### config.mk
export PLATFORM = sky130hd
export DESIGN_NAME = b_block
export DESIGN_NICKNAME = d
export VERILOG_FILES = /design/src/rtl/b_block.sv
export SDC_FILE = /design/constraint.sdc
export NUM_CORES = 1
export LEC_CHECK = 0
export BUFFER_PORTS_ARGS = -buffer_cell sky130_fd_sc_hd__buf_2
export CAP_MARGIN = 30
export CORE_ASPECT_RATIO = 1.5
export CORE_MARGIN = 5
export CORE_UTILIZATION = 30
export CTS_CLUSTER_DIAMETER = 60
export DETAILED_ROUTE_END_ITERATION = 7
export GPL_TIMING_DRIVEN = 0
export PLACE_DENSITY = 0.47
export SYNTH_ARGS = -nofsm -noshare
export SYNTH_HDL_FRONTEND = slang
export SYNTH_SLANG_ARGS = --single-unit
### constraint.sdc
create_clock -name clk -period 4 [get_ports clk]
set_clock_uncertainty 0.2 [all_clocks]
set_input_delay 0.2 -clock clk [delete_from_list [all_inputs] [get_ports clk]]
set_output_delay 0.2 -clock clk [all_outputs]
set_load 0.01 [all_outputs]
### src/rtl/b_block.sv
// b_block: five-replica majority voter with fault injection and error tracking.
// Ports: clk, rst, x, g1..g5 in; A, mismatch[4:0], err, fail, bad[4:0], err_cnt out.
module b_block #(
  parameter int CNT_W = 8
) (
  input  logic             clk,
  input  logic             rst,
  input  logic             x,
  input  logic             g1,
  input  logic             g2,
  input  logic             g3,
  input  logic             g4,
  input  logic             g5,
  output logic             A,
  output logic [4:0]       mismatch,
  output logic             err,
  output logic             fail,
  output logic [4:0]       bad,
  output logic [CNT_W-1:0] err_cnt
);

  logic [4:0] g;
  logic [4:0] r;
  logic [4:0] diff;
  logic [2:0] n_one;
  logic [2:0] n_flt;
  logic       vote;
  logic       any;

  assign g = {g5, g4, g3, g2, g1};
  assign r = {5{x}} ^ g;

  assign n_one = {2'b0, r[0]} + {2'b0, r[1]}
               + {2'b0, r[2]} + {2'b0, r[3]}
               + {2'b0, r[4]};

  assign n_flt = {2'b0, g[0]} + {2'b0, g[1]}
               + {2'b0, g[2]} + {2'b0, g[3]}
               + {2'b0, g[4]};

  assign vote = (n_one >= 3'd3);
  assign diff = r ^ {5{vote}};
  assign any  = |diff;

  always_ff @(posedge clk) begin
    if (rst) begin
      A        <= 1'b0;
      mismatch <= '0;
      err      <= 1'b0;
      fail     <= 1'b0;
      bad      <= '0;
      err_cnt  <= '0;
    end else begin
      A        <= vote;
      mismatch <= diff;
      err      <= any;
      fail     <= (n_flt >= 3'd3);
      bad      <= bad | diff;
      // counts the current-cycle condition, saturating at all-ones
      if (any && (err_cnt != {CNT_W{1'b1}}))
        err_cnt <= err_cnt + 1'b1;
    end
  end

endmodule

## Word-level counts from Yosys, hierarchy flattened

Cells that the tools add are included.

| storage, ports and cells | value |
|---|---|
| flip-flop bits (word level) | 21 |
| bits of input ports | 8 |
| output and inout bits | 21 |
| word-level logic and storage cells | 23 |

| cells by class | value |
|---|---|
| $add $sub $neg | 9 |
| $lt $le $gt $ge | 2 |
| eq/ne operators | 1 |
| bitwise logic cells | 3 |
| reductions and logical operators | 2 |

Operators by type and width:

| kind | count |
|---|---|
| $add 3x1->3 | 4 |
| $xor 5x5->5 | 2 |
| $add 8x1->8 const B | 1 |
| $ne 8x8->1 const B | 1 |
| $add 2x1->3 | 2 |
| $ge 3x2->1 const B | 2 |
| $or 5x5->5 | 1 |
| $reduce_or 5->1 | 1 |
| $add 1x1->2 | 2 |
| $logic_and 1x1->1 | 1 |

## Longest topological paths before layout

Gate-level depths: netlist of run 1.

| depth | value |
|---|---|
| depth in word-level cells | 9 |
| depth in mapped cells | 13 |
| gate-level depth less buffers | 11 |

## Worst setup path after synthesis of run 1

OpenSTA, ideal clock, no wires.

| path | value |
|---|---|
| path type | in2reg |
| start point | in x |
| end point | reg err_cnt[4] |
| setup time | 0.071 ns |
| arrival time | 2.830 ns |
| data required time | 3.729 ns |
| slack | 0.900 ns |
| stages on the path | 13 |
| path buffers | 2 |
| path through | buf_4 > xor2_1 > ha_1 > inv_1 > fa_1 > inv_1 > ha_1 > a21oi_4 > xnor2_4 > mux2_4 > buf_6 > or3_1 > a21oi_1 |

| on the way | value |
|---|---|
| word-level cells in the longest chain between the ends | 9 |

RTL lines:

| what | line | RTL |
|---|---|---|
| start: declaration | 8 | `input logic x,` |
| $xor 5x5->5 * | 31 | `assign r = {5{x}} ^ g;` |
| $add 1x1->2 | 33 | `assign n_one = {2'b0, r[0]} + {2'b0, r[1]}` |
| $add 2x1->3 | 34 | `+ {2'b0, r[2]} + {2'b0, r[3]}` |
| $add 3x1->3 | 34 |  |
| $add 3x1->3 | 35 | `+ {2'b0, r[4]};` |
| $ge 3x2->1 | 41 | `assign vote = (n_one >= 3'd3);` |
| $xor 5x5->5 * | 42 | `assign diff = r ^ {5{vote}};` |
| $reduce_or 5->1 * | 43 | `assign any = \|diff;` |
| $logic_and 1x1->1 * | 60 | `if (any && (err_cnt != {CNT_W{1'b1}}))` |
| end signal: assignment | 61 | `err_cnt <= err_cnt + 1'b1;` |
| end: declaration | 19 | `output logic [CNT_W-1:0] err_cnt` |

Mark *: on every way between the ends. The rest lies on a longest branch, timed or not.
A chain may end at the register's enable or synchronous reset.

## Worst setup path after layout of run 1

| path | value |
|---|---|
| start point | in g1 |
| end point | reg err_cnt[4] |

| on the way | value |
|---|---|
| word-level cells in the longest chain between the ends | 9 |

RTL lines:

| what | line | RTL |
|---|---|---|
| start: declaration | 9 | `input logic g1,` |
| $xor 5x5->5 * | 31 |  |
| $add 1x1->2 | 33 |  |
| $add 2x1->3 | 34 |  |
| $add 3x1->3 | 34 |  |
| $add 3x1->3 | 35 |  |
| $ge 3x2->1 | 41 |  |
| $xor 5x5->5 * | 42 |  |
| $reduce_or 5->1 * | 43 |  |
| $logic_and 1x1->1 * | 60 |  |

Marked as above.

==> impl_metrics.yaml, run 1 <==
cells_and_area:
  area_growth_pct: 22.5
  nFillCells: 390
  stdcell_area_um2: 1330
  final_common_cell: "buf_2"
  multi_input_area_um2: 602
  utilization_pct: 38.6
  instances_no_fill: 187
  drive_above_1_share_pct: 29.7
  final_nets: 163
  register_area_um2: 420
  antenna_cells: 0
  layout_common_cells: "27 x buf_2, 21 x dfxtp_1, 10 x nor2_1, 10 x inv_1"
clocking:
  post-cts-setup-buffers: 0
  cts_resized: 0
  root_buffer: "clkbuf_8"
  tritoncts: "built"
  numCtsBuffers: 3
  clkLatencyLatePin_ns: 0.26
  clkSlewWorstSetupHoldPaths_ns: 0.07
  cts_hold_buf: 1
  clkSinkCount: 21
  clk_path_buf_depth: 2
  htreeDepth: 1
synth:
  syn_inst: 113
  ys_ff_latch: 21
  synthDistinctLibCells: 29
  synth_warnings: 0
  syn-cell-area_um2: 1090
  synth_fp_nets: 130
  syn_area_per_cell_um2: 9.61
  ys_seq_area_share_pct: 38.7
critical_path:
  crit_required_ns: 3.99
  endpoint_kind: "register"
  worstPathArrival_ns: 3.05
  cp_slowest_cell: "fa_1"
  critPathMaxFanout: 10
  worst-path-buf-inv: 4
  cp_top_family: "adder cells"
  worst-setup-path-type: "input pin to register"
  path_cells: "buf_2 > ha_1 > ha_1 > inv_1 > fa_1 > inv_1 > ha_1 > a21oi_4 > xnor2_4 > mux2_4 > buf_6 > or3_1 > a21oi_1"
  max_stage_delay_ns: 0.41
  cp_common_cell: "ha_1"
  cp-start-kind: "input pin"
routing:
  viasPerCell: 4.61
  via_count: 863
  finalWirelength_mm: 2.20
  drc: 0
  drtPass1Iterations: 4
  wl_per_cell_um: 11.8
  first_iter_violations: 16
  drtAntennaViolNets: 0
timing:
  setup_viol: 0
  finalCriticalPeriod_ns: 3.07
  final_max_slew_viol_count: 0
  setup_ws_ns: 0.933
  maxSlewHeadroom_pct: 70.2
  hold_viol_final: 0
  rsz0062_at_grt: "no"
  worst_slew_pin_slew_ns: 0.447
  fmax_ghz: 0.326
  period_share_pct: 76.7
  finalSetupTns_ns: 0
placement:
  hpwl_mm: 1.79
  place_congestion: 0.706
  placed_cell_area_um2: 1270
  dp_slack_ns: 0.654
  port_buffers: 27
  dp_cells: 182
floorplan:
  io_pins: 29
  die-area_um2: 4950
  die_w_um: 59.1
  die_y_um: 83.7
  rows: 26
  placeableCoreArea_um2: 3450
  start_util_pct: 31.5
power_and_ir_drop:
  power_leakage_nw: 0.597
  power_density_nw_per_um2: 455
  irDropWorstVdd_uv: 183
min_path:
  hold_path_class: "input pin to register"
grt:
  first_global_vias: 859
  grt_max_degree: 13
  antenna_found_initial: 0
  gr-total-overflow: 0
  grt_pass1_wl_mm: 3.64
  track_usage_pct: 9.56
run:
  max-cap-violations: 0
status:
  status: "completed"
==> synthesized netlist by cell type (all sizes together) <==
library cell / count / area share [%]
fa: 3 / 5.5
xnor2: 5 / 5.8
mux2: 1 / 1.4
dfxtp: 21 / 39
nor4b: 1 / 0.81
ha: 6 / 6.9
nor3: 2 / 0.92
nand4: 1 / 0.58
a211o: 1 / 0.81
o31a: 1 / 0.81
inv: 10 / 3.5
or2: 1 / 0.58
nor2b: 4 / 2.3
or3: 6 / 3.7
o21ba: 4 / 3.7
buf: 2 / 1.7
nand3: 4 / 1.8
xor2: 5 / 4.0
and4: 1 / 0.81
mux2i: 2 / 1.8
o21ai: 7 / 3.2
nand2: 5 / 1.7
a21oi: 8 / 4.7
clkbuf: 2 / 0.69
nor2: 10 / 3.5
==> per-layer routing <==
metal	vias to the layer above	global-route usage [%]	routed length [um]	share of wire, %
li1	442	-	-	-
met1	398	9.30	843	38
met2	21	17.7	1220	55
met3	2	1.24	100	4.5
met4	0	6.19	40	1.8
met5	-	0	0	0
==> metrics by stage <==
step	hold WS, ns	power (mW)
after floorplan	0.0716	0.413
after global placement	0.191	0.477
after detailed placement	0.196	0.481
after CTS	0.0986	0.621
after global routing	0.112	0.649
final	0.0999	0.605
==> state kept, by name, indices dropped and copies added (netlist names) <==
signal	cells
err_cnt	8
err	1
mismatch	5
bad	5
A	1
fail	1
==> final timing paths <==
check / startpoint / to / slack (ns) / cells past startpoint
setup / recovery: g1 / err_cnt[4] / 0.93 / 13
hold / removal: g5 / mismatch[4] / 0.1 / 3
setup reg to reg: err_cnt[0] / err_cnt[4] / 2.00 / 7
hold reg to reg: bad[4] / bad[4] / 0.25 / 2
==> cells by family after synthesis <==
group	Yosys count	share of synthesized area [%]
AOI/OAI and AO/OA	21	13.2
xor gates and xnor gates	10	9.79
adders and majority gates	9	12.4
buffers and inverters	14	5.88
DFF	21	38.7
muxes	3	3.23
and+or+nand+nor	35	16.7
==> area by class of cell <==
class	count	area share, %
Multi-Input combinational cell	78	45.2
Sequential cell	21	31.6
Timing Repair Buffer	28	10.9
Tap cell	42	3.95
Clock buffer	3	3.10
Inverter	10	2.82
Buffer	4	1.98
Clock inverter	1	0.376
==> report_power, final <==
group          leakage, nW  internal, mW  total [mW]  switching [mW]
logic                0.398        0.0985       0.208           0.109
registers            0.174         0.246       0.261          0.0150
clock network       0.0255        0.0693       0.136          0.0663
==> worst register-to-register path, stage by stage (launching register included) <==
cell,delay (ns)
dfxtp_1,0.36
ha_1,0.26
nand3_1,0.13
o21ai_0,0.08
mux2_4,0.29
buf_6,0.14
or3_1,0.34
a21oi_1,0.14
No activity file was read; power rests on OpenSTA's default activity.
==> run 2: changes to the inputs <==
--- a/config.mk
+++ b/config.mk
@@ -13,7 +13,7 @@
 export CTS_CLUSTER_DIAMETER = 60
 export DETAILED_ROUTE_END_ITERATION = 7
 export GPL_TIMING_DRIVEN = 0
-export PLACE_DENSITY = 0.47
+export PLACE_DENSITY = 0.49
 export SYNTH_ARGS = -nofsm -noshare
 export SYNTH_HDL_FRONTEND = slang
 export SYNTH_SLANG_ARGS = --single-unit
==> constraint.sdc (replaced) <==
create_clock -name clk -period 2.8 [get_ports clk]
set_clock_uncertainty 0.2 [all_clocks]
set_input_delay 0.14 -clock clk [delete_from_list [all_inputs] [get_ports clk]]
set_output_delay 0.14 -clock clk [all_outputs]
set_load 0.01 [all_outputs]
==> run 2 against run 1 <==
Combinational power rose by 58%. Register-to-register slack worse by 1.1 ns. Sequential power is 44% higher. Critical endpoint is now err_cnt[7]. Largest cell class unchanged.
==> impl_metrics.yaml, run 2 (synthesized netlist as in run 1, its figures left out) <==
floorplan:
  placeableCoreArea_um2: 3450
  die_w_um: 59.1
  start_util_pct: 31.5
  die-area_um2: 4950
  io_pins: 29
  rows: 26
  die_y_um: 83.7
routing:
  finalWirelength_mm: 2.23
  via_count: 886
  wl_per_cell_um: 11.8
  drtPass1Iterations: 4
  viasPerCell: 4.69
  drtAntennaViolNets: 0
  first_iter_violations: 23
  drc: 0
timing:
  worst_slew_pin_slew_ns: 0.495
  fmax_ghz: 0.371
  hold_ws_ns: 0.0351
  period_share_pct: 96.2
  maxSlewHeadroom_pct: 67.0
  hold_viol_final: 0
  final_max_slew_viol_count: 0
  setup_viol: 0
  rsz0062_at_grt: "no"
  finalCriticalPeriod_ns: 2.69
cells_and_area:
  drive_above_1_share_pct: 34.0
  instances_no_fill: 189
  layout_common_cells: "26 x buf_2, 21 x dfxtp_1, 10 x nor2_1"
  area_growth_pct: 28.5
  regMostFlops: "err_cnt"
  final_nets: 165
  largest_registers: "err_cnt x8, bad x5, mismatch x5"
  final_common_cell: "buf_2"
  largest_reg_flops: 8
  utilization_pct: 40.5
  antenna_cells: 0
clocking:
  clkSlewWorstSetupHoldPaths_ns: 0.08
  root_buffer: "clkbuf_8"
  clkSinkCount: 21
  clk_path_buf_depth: 2
  numCtsBuffers: 3
  htreeDepth: 1
  tritoncts: "built"
  clkLatencyLatePin_ns: 0.26
status:
  status: "completed"
critical_path:
  worstPathArrival_ns: 2.69
  crit_start: "g1"
  endpoint_kind: "register"
  crit_required_ns: 2.80
  critPathMaxFanout: 5
  cp-start-kind: "input pin"
  worst-setup-path-type: "input pin to register"
  r2r_start: "err_cnt[0]"
power_and_ir_drop:
  power_switching_share_pct: 31.9
  switching_power_mw: 0.288
  totalPowerFinal_mw: 0.904
  pwr-share-comb_pct: 36.3
  clockPowerShare_pct: 22.2
  intPower_mw: 0.616
  seqPwrFrac_pct: 41.5
  power_leakage_nw: 0.612
  irDropWorstVdd_uv: 267
  power_density_nw_per_um2: 648
run:
  max-cap-violations: 0
grt:
  grt_max_degree: 13
  gr-total-overflow: 0
  antenna_found_initial: 0
  grt_pass1_wl_mm: 3.92
  first_global_vias: 891
  track_usage_pct: 10.2
min_path:
  min_from: "g5"
  hold_path_class: "input pin to register"
placement:
  port_buffers: 27
  dp_cells: 182
  place_congestion: 0.741
  hpwl_mm: 1.83
-- run 2: critical path, cell delays in order --
cell	delay, ns
clkbuf_4	0.16
ha_4	0.24
ha_1	0.27
inv_1	0.05
fa_2	0.33
inv_2	0.07
ha_4	0.20
a21oi_4	0.18
xnor2_4	0.15
mux2_4	0.33
or3_2	0.44
a21oi_1	0.12
-- run 2: worst paths after layout --
kind,end,slack (ns),cells past startpoint
max reg2reg,err_cnt[7],0.89,6
min,mismatch[4],0.04,3
max,err_cnt[7],0.11,12
min reg2reg,bad[4],0.26,2
-- run 2: power groups by stage --
stage / Sequential, mW / Clock (mW) / Combinational, mW
after floorplan: 0.409 / 0 / 0.193
after global placement: 0.381 / 0 / 0.314
after detailed placement: 0.384 / 0 / 0.319
after CTS: 0.377 / 0.205 / 0.330
after global routing: 0.384 / 0.222 / 0.367
final: 0.375 / 0.200 / 0.328
-- run 2: routing by layer --
layer  global-route usage [%]  wire length [um]
met5                        0                 0
met4                     5.57                59
met3                     2.01               112
met2                     18.1              1190
met1                     10.7               865
-- run 2: layout make-up --
type                    count  area (um2)
clock buffers               3        41.3
fillers                   383        2050
repair buffers             30         163
well taps                  42        52.6
plain buffers               4        38.8
clock inverters             1        5.00
inverters                  10        37.5
flip-flops and latches     21         420
multi-input cells          78         637
-- run 2: per-stage QoR --
stage          worst slack, ns  setup TNS [ns]  instance area [um2]
2_1_floorplan          -0.0477          -0.185                 1130
3_3_place_gp            -0.278           -1.56                 1310
3_5_place_dp            -0.316           -1.81                 1310
4_1_cts                 0.0437               0                 1380
5_1_grt               0.000454               0                 1400
6_report                 0.108               0                 1400
-- run 2: repair_timing --
item | in CTS | in global routing
endpoints found under the setup margin | 5 | 4
endpoints found under the hold margin | 1 | 0
buffers inserted | 1 | 1
hold buffers | 1 | 0
resized for setup | 0 | 3
pin swaps | 1 | 1
==> run 3: changes to the inputs <==
--- a/config.mk
+++ b/config.mk
@@ -14,6 +14,7 @@
 export DETAILED_ROUTE_END_ITERATION = 7
 export GPL_TIMING_DRIVEN = 0
 export PLACE_DENSITY = 0.49
+export REMOVE_ABC_BUFFERS = 1
 export SYNTH_ARGS = -nofsm -noshare
 export SYNTH_HDL_FRONTEND = slang
 export SYNTH_SLANG_ARGS = --single-unit
==> run 3 against run 2 <==
Fmax down 0.17%. Flip-flop and latch count unchanged. Core utilization down 0.80 points. Cell count shrank 1.6%. Count of clock-buffer cells in the layout is 1 higher. Power decreased by 2.1%. First-iteration DRC count is 22% lower. Combinational power decreased by 3%. Non-clock buffer count shrank 3. Design area decreased by 2.0%. Clock power down 5%. Critical path depth unchanged. Critical endpoint is now err_cnt[2]. Largest power group unchanged.
==> impl_metrics.yaml, run 3 (synthesized netlist as in run 1, its figures left out) <==
grt:
  grt_busiest_layer: "met2"
  grt_util_met3_pct: 2.48
  grt_max_degree: 22
  gr-total-overflow: 0
  grt_util_met1_pct: 11.1
  antenna_found_initial: 0
  grt_pass1_wl_mm: 3.96
  grtUsageMet2_pct: 17.8
  track_usage_pct: 10.2
  first_global_vias: 918
routing:
  viasPerCell: 4.71
  drtAntennaViolNets: 0
  drtPass1Iterations: 2
  wl_per_cell_um: 11.9
  drc: 0
  first_iter_violations: 18
  finalWirelength_mm: 2.22
  via_count: 876
clocking:
  cts_hold_buf: 0
  tritoncts: "built"
  htreeDepth: 1
  clk_path_buf_depth: 2
  clkLatencyLatePin_ns: 0.25
  root_buffer: "clkbuf_8"
  clkSinkCount: 21
  clkSlewWorstSetupHoldPaths_ns: 0.07
  numCtsBuffers: 3
timing:
  period_share_pct: 96.3
  setup_viol: 0
  fmax_ghz: 0.371
  finalCriticalPeriod_ns: 2.70
  final_max_slew_viol_count: 0
  worst_slew_pin_slew_ns: 0.386
  maxSlewHeadroom_pct: 74.3
  rsz0062_at_grt: "no"
  hold_viol_final: 0
floorplan:
  placeableCoreArea_um2: 3450
  start_util_pct: 31.5
  die_y_um: 83.7
  die-area_um2: 4950
  rows: 26
  io_pins: 29
  die_w_um: 59.1
critical_path:
  cp_slowest_cell: "fa_2"
  critPathMaxFanout: 8
  path_cells: "buf_4 > ha_4 > ha_1 > inv_1 > fa_2 > inv_1 > a21oi_4 > xnor2_4 > mux2_4 > buf_4 > or3_1 > a21oi_1"
  max_stage_delay_ns: 0.51
  worst-setup-path-type: "input pin to register"
  endpoint_kind: "register"
  worstPathArrival_ns: 2.68
  crit_required_ns: 2.79
  cp-start-kind: "input pin"
placement:
  hpwl_mm: 1.74
  dp_cells: 179
  place_congestion: 0.739
  placed_cell_area_um2: 1250
  port_buffers: 28
power_and_ir_drop:
  irDropWorstVdd_uv: 354
  power_density_nw_per_um2: 647
  power_leakage_nw: 0.601
cells_and_area:
  final_nets: 162
  utilization_pct: 39.7
  instances_no_fill: 186
  largest_registers: "err_cnt x8, bad x5, mismatch x5"
  area_growth_pct: 25.9
  antenna_cells: 0
  stdcell_area_um2: 1370
  regMostFlops: "err_cnt"
  final_common_cell: "buf_2"
  drive_above_1_share_pct: 34.7
  largest_reg_flops: 8
  layout_common_cells: "26 x buf_2, 21 x dfxtp_1, 10 x nor2_1"
  nFillCells: 385
status:
  status: "completed"
min_path:
  hold_path_class: "input pin to register"
run:
  max-cap-violations: 0
[run 3: cell count changes in the layout (fill, tap and decap cells not counted), sizes merged]
cell / before / now
buf: 30 / 31
clkbuf: 6 / 4
clkinv: 1 / 0
dlygate4sd3: 1 / 0
[run 3: final cells by class]
class	instances	area (um2)	area share, %
clock buffer	4	45.0	3.29
sequential	21	420	30.7
multi-input combinational	78	644	47.1
inverter	10	37.5	2.74
tap	42	52.6	3.84
timing repair buffer	31	168	12.3
[run 3: per-layer routing]
layer / up-vias / wire, um
li1: 436 / -
met1: 414 / 906
met2: 21 / 1140
met3: 5 / 126
met4: 0 / 40
met5: - / 0
[run 3: worst paths after layout]
| kind | start | to | slack, ns | cells past startpoint |
|---|---|---|---|---|
| max | g1 | err_cnt[2] | 0.10 | 12 |
| min | g5 | mismatch[4] | 0.04 | 3 |
| max reg2reg | err_cnt[0] | err_cnt[2] | 0.83 | 7 |
| min reg2reg | bad[4] | bad[4] | 0.25 | 2 |
[run 3: worst max-delay path: cells and delay by family]
kind / cells / cell delay, ns
adders and majority gates: 3 / 1.00
buffers and inverters: 4 / 0.40
muxes: 1 / 0.35
AOI/OAI and AO/OA: 2 / 0.33
and+or+nand+nor: 1 / 0.30
xor gates and xnor gates: 1 / 0.15
[run 3: what timing repair did]
item	in CTS	in global routing
endpoints found under the setup margin	5	3
gates resized for setup	10	0
buffers inserted	3	0
gates cloned	0	0
pin swaps	3	4
hold endpoints to repair	0	0
[run 3: report_power, final]
group | internal (mW) | leakage [nW] | switching [mW]
clock network | 0.101 | 0.0228 | 0.0898
logic | 0.156 | 0.405 | 0.164
registers | 0.352 | 0.174 | 0.0224
[run 3: metrics by stage]
step,setup slack [ns],total power [mW],setup TNS (ns),hold slack (ns)
2_1_floorplan,-0.219,0.583,-0.737,0.00907
3_3_place_gp,-0.485,0.676,-2.48,0.234
3_5_place_dp,-0.541,0.685,-2.80,0.246
4_1_cts,-0.00127,0.901,-0.00127,0.0508
5_1_grt,0.00602,0.950,0,0.0662
6_report,0.103,0.885,0,0.0431
